`src/rtl/boot_mem_arbiter.sv`:
```
// boot_mem_arbiter: owns the program-memory port, sequencing serial boot
// loading against CPU instruction fetch, with word count and checksum.
//
// Ports:
//   sclk, rst            clock, synchronous active-high reset
//   prog                 boot-mode request level
//   boot_we/addr/data    loader write pulse, address, data
//   cpu_req/addr         CPU fetch request and address
//   cpu_gnt              fetch accepted this cycle (combinational)
//   cpu_rst              CPU reset hold (registered)
//   mem_en/we/addr/wdata registered memory port
//   word_cnt, csum       boot session write count and 16-bit sum
//   boot_done            RUN was entered after a boot session
//   drop_err             sticky: a loader write arrived outside BOOT
module boot_mem_arbiter #(
  parameter int AW      = 8,
  parameter int DW      = 16,
  parameter int DRAIN_N = 4
) (
  input  logic          sclk,
  input  logic          rst,
  input  logic          prog,
  input  logic          boot_we,
  input  logic [AW-1:0] boot_addr,
  input  logic [DW-1:0] boot_data,
  input  logic          cpu_req,
  input  logic [AW-1:0] cpu_addr,
  output logic          cpu_gnt,
  output logic          cpu_rst,
  output logic          mem_en,
  output logic          mem_we,
  output logic [AW-1:0] mem_addr,
  output logic [DW-1:0] mem_wdata,
  output logic [AW:0]   word_cnt,
  output logic [15:0]   csum,
  output logic          boot_done,
  output logic          drop_err
);

  localparam int CW = (DRAIN_N > 1) ? $clog2(DRAIN_N) : 1;
  localparam logic [CW-1:0] CTR_LOAD = CW'(DRAIN_N - 1);
  localparam logic [AW:0]   CNT_MAX  = {1'b1, {AW{1'b0}}};

  typedef enum logic [1:0] {
    RESET_HOLD = 2'd0,
    BOOT       = 2'd1,
    DRAIN      = 2'd2,
    RUN        = 2'd3
  } state_t;

  state_t        state, state_d;
  logic [CW-1:0] ctr, ctr_d;
  logic          cpu_rst_d;
  logic          mem_en_d, mem_we_d;
  logic [AW-1:0] mem_addr_d;
  logic [DW-1:0] mem_wdata_d;
  logic [AW:0]   word_cnt_d;
  logic [15:0]   csum_d;
  logic          boot_done_d, drop_err_d;
  logic          sess, sess_d;
  logic [15:0]   data16;

  logic enter_boot, enter_drain, enter_run;

  // Checksum operand: boot_data zero-extended or truncated to 16 bits.
  generate
    if (DW >= 16) begin : g_trunc
      assign data16 = boot_data[15:0];
    end else begin : g_zext
      assign data16 = {{(16-DW){1'b0}}, boot_data};
    end
  endgenerate

  // Transition decisions come from the registered state only.
  assign enter_boot  = (state != BOOT) && prog;
  assign enter_drain = !prog &&
                       ((state == RESET_HOLD) || (state == BOOT));
  assign enter_run   = (state == DRAIN) && !prog && (ctr == '0);

  always_comb begin
    state_d     = state;
    ctr_d       = ctr;
    mem_en_d    = 1'b0;
    mem_we_d    = 1'b0;
    mem_addr_d  = mem_addr;
    mem_wdata_d = mem_wdata;
    word_cnt_d  = word_cnt;
    csum_d      = csum;
    boot_done_d = boot_done;
    sess_d      = sess;
    cpu_gnt     = 1'b0;
    drop_err_d  = drop_err | (boot_we && (state != BOOT));

    unique case (state)
      RESET_HOLD: begin
        state_d = prog ? BOOT : DRAIN;
      end
      BOOT: begin
        if (boot_we) begin
          mem_en_d    = 1'b1;
          mem_we_d    = 1'b1;
          mem_addr_d  = boot_addr;
          mem_wdata_d = boot_data;
          csum_d      = csum + data16;
          if (word_cnt != CNT_MAX)
            word_cnt_d = word_cnt + (AW+1)'(1);
        end
        if (!prog)
          state_d = DRAIN;
      end
      DRAIN: begin
        if (prog)
          state_d = BOOT;
        else if (ctr == '0)
          state_d = RUN;
        else
          ctr_d = ctr - CW'(1);
      end
      RUN: begin
        cpu_gnt = cpu_req;
        if (cpu_req) begin
          mem_en_d   = 1'b1;
          mem_addr_d = cpu_addr;
        end
        if (prog)
          state_d = BOOT;
      end
      default: begin
        state_d = RESET_HOLD;
      end
    endcase

    // A new session forgets the previous one's totals.
    if (enter_boot) begin
      word_cnt_d  = '0;
      csum_d      = '0;
      boot_done_d = 1'b0;
      sess_d      = 1'b1;
    end
    if (enter_drain)
      ctr_d = CTR_LOAD;
    if (enter_run)
      boot_done_d = sess;

    // Low exactly while the registered state is RUN.
    cpu_rst_d = !(enter_run || ((state == RUN) && !prog));
  end

  always_ff @(posedge sclk) begin
    if (rst) begin
      state     <= RESET_HOLD;
      ctr       <= '0;
      cpu_rst   <= 1'b1;
      mem_en    <= 1'b0;
      mem_we    <= 1'b0;
      mem_addr  <= '0;
      mem_wdata <= '0;
      word_cnt  <= '0;
      csum      <= '0;
      boot_done <= 1'b0;
      drop_err  <= 1'b0;
      sess      <= 1'b0;
    end else begin
      state     <= state_d;
      ctr       <= ctr_d;
      cpu_rst   <= cpu_rst_d;
      mem_en    <= mem_en_d;
      mem_we    <= mem_we_d;
      mem_addr  <= mem_addr_d;
      mem_wdata <= mem_wdata_d;
      word_cnt  <= word_cnt_d;
      csum      <= csum_d;
      boot_done <= boot_done_d;
      drop_err  <= drop_err_d;
      sess      <= sess_d;
    end
  end

  a_we_not_run : assert property (
    @(posedge sclk) disable iff (rst) mem_we |-> (state != RUN));
  a_gnt_run : assert property (
    @(posedge sclk) disable iff (rst) cpu_gnt |-> (state == RUN));
  a_rst_run : assert property (
    @(posedge sclk) disable iff (rst) !cpu_rst |-> (state == RUN));

endmodule

```
`config.mk`:
```
export PLATFORM = sky130hd
export DESIGN_NAME = boot_mem_arbiter
export DESIGN_NICKNAME = d
export VERILOG_FILES = /design/src/rtl/boot_mem_arbiter.sv
export SDC_FILE = /design/constraint.sdc
export NUM_CORES = 1
export LEC_CHECK = 0
export CAP_MARGIN = 20
export CORE_UTILIZATION = 30
export CTS_CLUSTER_DIAMETER = 200
export CTS_CLUSTER_SIZE = 16
export DETAILED_ROUTE_END_ITERATION = 10
export GPL_TIMING_DRIVEN = 0
export HOLD_SLACK_MARGIN = 0.1
export PLACE_DENSITY_LB_ADDON = 0.3
export SYNTH_ARGS = -nofsm -noshare
export SYNTH_HDL_FRONTEND = slang
export SYNTH_SLANG_ARGS = --single-unit
```
`constraint.sdc`:
```
create_clock -name sclk -period 3.9 [get_ports sclk]
set_input_delay 0.975 -clock sclk [delete_from_list [all_inputs] [get_ports sclk]]
set_output_delay 0.975 -clock sclk [all_outputs]
set_load 0.05 [all_outputs]
```
==> results.md, run 1 <==
* Async SR Flop Fraction at 0%
* Vert. Die Dim at 101 um
* Post-Place Worst Slack at between 0.4 and 0.5 ns
* Yosys synthesis warning count at 0
* Dpl cell area at 4020 sq um
* Worst Path Required at a little under 3 ns
* Clock power frac at between 40% and 50%
* Slew HR at 59.6%
* Final setup fails at 0
* Final Max Slew Viols at 0
* Grt total ovfl at 0
* Post-Syn Area per Cell at roughly 8.0 sq um
* Placed cells at 587
* Total track usage at between 15 and 20%
* Hold WS at ~0.45 ns
* Layout cells sized above 1 at under 10%
* Drt total wl at roughly 8.4 mm
* DRT Pass-1 Iters at 4
* Initial core utilization at 31.5%
* H-tree levels at 3
* Overall power at 1.54 mW
* Most used DFF post-synth: dfxtp_1
* Area share of the leading cell type in the synthesized netlist at about two fifths
* Yosys reg bits at just under 60
* RSZ-0062 raised after global routing: false
* Largest net degree at the start of global routing at 11
* # port buffers at around 90
* R2R Setup Slk at 1.63 ns
* Layout net count at ~530
* Cell area after synthesis at ~3000 sq um
* Pint at about 1.1 mW
* CP max stage cell: clkdlybuf4s50_1
* Mapped Cells at roughly 370
* Leak Pwr at ~1.6 nW
* Max clock buf depth at 2
* CTS buffer count at 9
* Worst EP arrival at 2.47 ns
* Hold_buf cts at 0
* Outcome: finished clean
* Area Growth Syn to Fin at 43.1%
* Starting DRT DRC Count at 89
* Worst skew pair latency at around 0.34 ns
* Worst Clk Skew at between 0.008 and 0.009 ns
* Maxcap violations at 0
* Synth unique cells at between 40 and 50
* Diode count at 0
* Worst Path Buf+Inv at 3
* Cts repair resizes at 0
* Combinational power share at between 15 and 20%
* Area leader, netlist: dfxtp_1
* EDFF count, synth at 0
* Reg power frac at 41.3%
* Die area at roughly 10,000 sq um
* Chip width at approximately 100 um
* Final Critical Period at between 3 and 4 ns
* Crit path cell chain: clkdlybuf4s50_1 > nand3_1 > inv_1 > clkdlybuf4s50_1
* DRC errors left at 0
* CP Max Fanout at 3
* Final Cell Area at about 4200 sq um
* Crit. End Element: output port
* Measured slew at the worst slew-check pin at 0.606 ns
* Critical Path Source Type: input port
* Avg WL per Cell at 14.0 um
* CTS tree: yes
* CTS sink cnt at between 50 and 60
* Top post-synthesis cells by area: dfxtp_1 40%, nand2_1 9.1%, ha_1 7.6%, a21oi_1 7.1%, nor2_1 3.9%
* Worst IR Drop VDD at around 0.16 mV
* Post-CTS Setup Bufs at 0
* Final Non-Filler Cells at ~600
* Worst Setup Slack, final at between 0.4 and 0.5 ns
* Sequential area share after synthesis at 39.8%
* TNS Setup at 0 ns
* Endpoints failing hold at 0
* RePlAce Congestion at roughly 0.83
* CP Class: in2out
* Syn Nets at roughly 430
* Most common cell on crit path: clkdlybuf4s50_1
* Cell family with most CP delay: buffers and inverters
* Ports at slightly above 90
* Global-route wire length before repair at about 13 mm
* Drt via density at between 4 and 5
* Final core utilization at between 40% and 50%
* Via count at just under 3,000
* Core area at between 9000 and 10,000 sq um
* Vias in the first global route at ~2,800
* Initial antenna violation count at 0
* Tcrit/Tclk final at around 90%
* Hold WC Path Type: reg2reg
* Max Freq at around 0.29 GHz
* P_sw at about 0.42 mW
* Max incr delay on CP at 0.79 ns
* Root buffer cell: clkbuf_8
* Remaining antenna violation count at 0
* Worst-path clk slew at 0.06 ns
* Row count at 35
* PD cells at 363 nW/um^2
* DP Wirelength at 6.23 mm
* Switching Fraction at between 20 and 30%
## final cells by class
type	count	area [sq um]
repair buffers	89	891
clock inverters	4	72.6
fillers	985	5170
well taps	129	161
multi-input cells	278	1650
plain buffers	19	86.3
inverters	13	48.8
clock buffers	12	155
flip-flops and latches	59	1180
## worst register-to-register path, delay by kind of cell (launching register included)
kind | cells | cell delay [ns]
adders and majority gates | 2 | 0.62
DFF | 1 | 0.33
muxes | 1 | 0.22
AOI/OAI and AO/OA | 3 | 0.71
and+or+nand+nor | 2 | 0.26
## cell usage in the layout, fill, tap and decap left out, types with 2 or more instances in the layout
| master | instances |
|---|---|
| clkdlybuf4s50_1 | 89 |
| nand2_1 | 72 |
| dfxtp_1 | 59 |
| a21oi_1 | 42 |
| nor2_1 | 31 |
| nand3_1 | 20 |
| ha_1 | 18 |
| inv_1 | 13 |
| o21ai_0 | 13 |
| clkbuf_8 | 11 |
| clkbuf_1 | 10 |
| buf_2 | 9 |
| xnor2_1 | 8 |
| a311oi_1 | 8 |
| xor2_1 | 6 |
| nand4_1 | 5 |
| a211oi_1 | 5 |
| a21o_1 | 4 |
| mux2i_1 | 4 |
| or3_1 | 4 |
| o211ai_1 | 3 |
| o21bai_1 | 3 |
| nor3_1 | 3 |
| o31ai_1 | 2 |
| or2_2 | 2 |
| nand2b_1 | 2 |
| and3_1 | 2 |
| o21a_1 | 2 |
| bufinv_16 | 2 |
## power by group through the flow
| stage | logic [mW] | registers (mW) | clock network, mW |
|---|---|---|---|
| after floorplan | 0.104 | 0.709 | 0 |
| after global placement | 0.265 | 0.651 | 0 |
| after detailed placement | 0.267 | 0.651 | 0 |
| after CTS | 0.268 | 0.638 | 0.656 |
| after global routing | 0.289 | 0.641 | 0.679 |
| final | 0.267 | 0.638 | 0.638 |
## cell usage after synthesis (2+ instances only)
library cell,instances
nand2_1,72
dfxtp_1,59
a21oi_1,42
nor2_1,31
nand3_1,20
ha_1,18
inv_1,13
o21ai_0,13
buf_2,9
clkbuf_1,9
a311oi_1,8
xnor2_1,8
xor2_1,6
a211oi_1,5
nand4_1,5
a21o_1,4
mux2i_1,4
or3_1,4
nor3_1,3
o211ai_1,3
o21bai_1,3
and3_1,2
nand2b_1,2
o21a_1,2
o31ai_1,2
or2_2,2
## cell families (layout without fill, tap and decap cells)
kind of cell / Yosys count / after routing / share of synthesized area, %
muxes: 4 / 4 / 1.35
buffers and inverters: 32 / 137 / 4.55
AOI/OAI and AO/OA: 92 / 92 / 19.7
and+or+nand+nor: 149 / 149 / 22.3
DFF: 59 / 59 / 39.8
adders and majority gates: 19 / 19 / 8.26
xor gates and xnor gates: 14 / 14 / 4.13
## state kept, by name, indices dropped and copies added (netlist names)
signal	cells
mem_wdata	16
cpu_rst	1
boot_done	1
mem_addr	8
state	2
word_cnt	9
ctr	2
mem_we	1
mem_en	1
sess	1
drop_err	1
csum	16
## routing by layer
metal  share of wire, %  GRT usage [%]  vias to the layer above  routed length, um
li1                   -              -                     1484                  -
met1                 45           20.3                     1356               3830
met2                 46           28.7                       87               3900
met3                7.0           5.73                       12                591
met4                1.4           6.69                        0                119
met5                  0              0                        -                  0
## path summary, 6_finish.rpt
check / from / endpoint / cells after the start
max: cpu_req / cpu_gnt / 4
max reg2reg: csum[0] / csum[14] / 8
min reg2reg: mem_wdata[8] / mem_wdata[8] / 2
min: mem_wdata[8] / mem_wdata[8] / 2
No activity file was read; power rests on OpenSTA's default activity.
==> run 2, diff against run 1 <==
--- a/config.mk
+++ b/config.mk
@@ -13,6 +13,7 @@
 export GPL_TIMING_DRIVEN = 0
 export HOLD_SLACK_MARGIN = 0.1
 export PLACE_DENSITY_LB_ADDON = 0.3
+export SKIP_CTS_REPAIR_TIMING = 1
 export SYNTH_ARGS = -nofsm -noshare
 export SYNTH_HDL_FRONTEND = slang
 export SYNTH_SLANG_ARGS = --single-unit
==> results of run 2 <==
The final DEF is identical to that of run 1; final timing and power are the same.
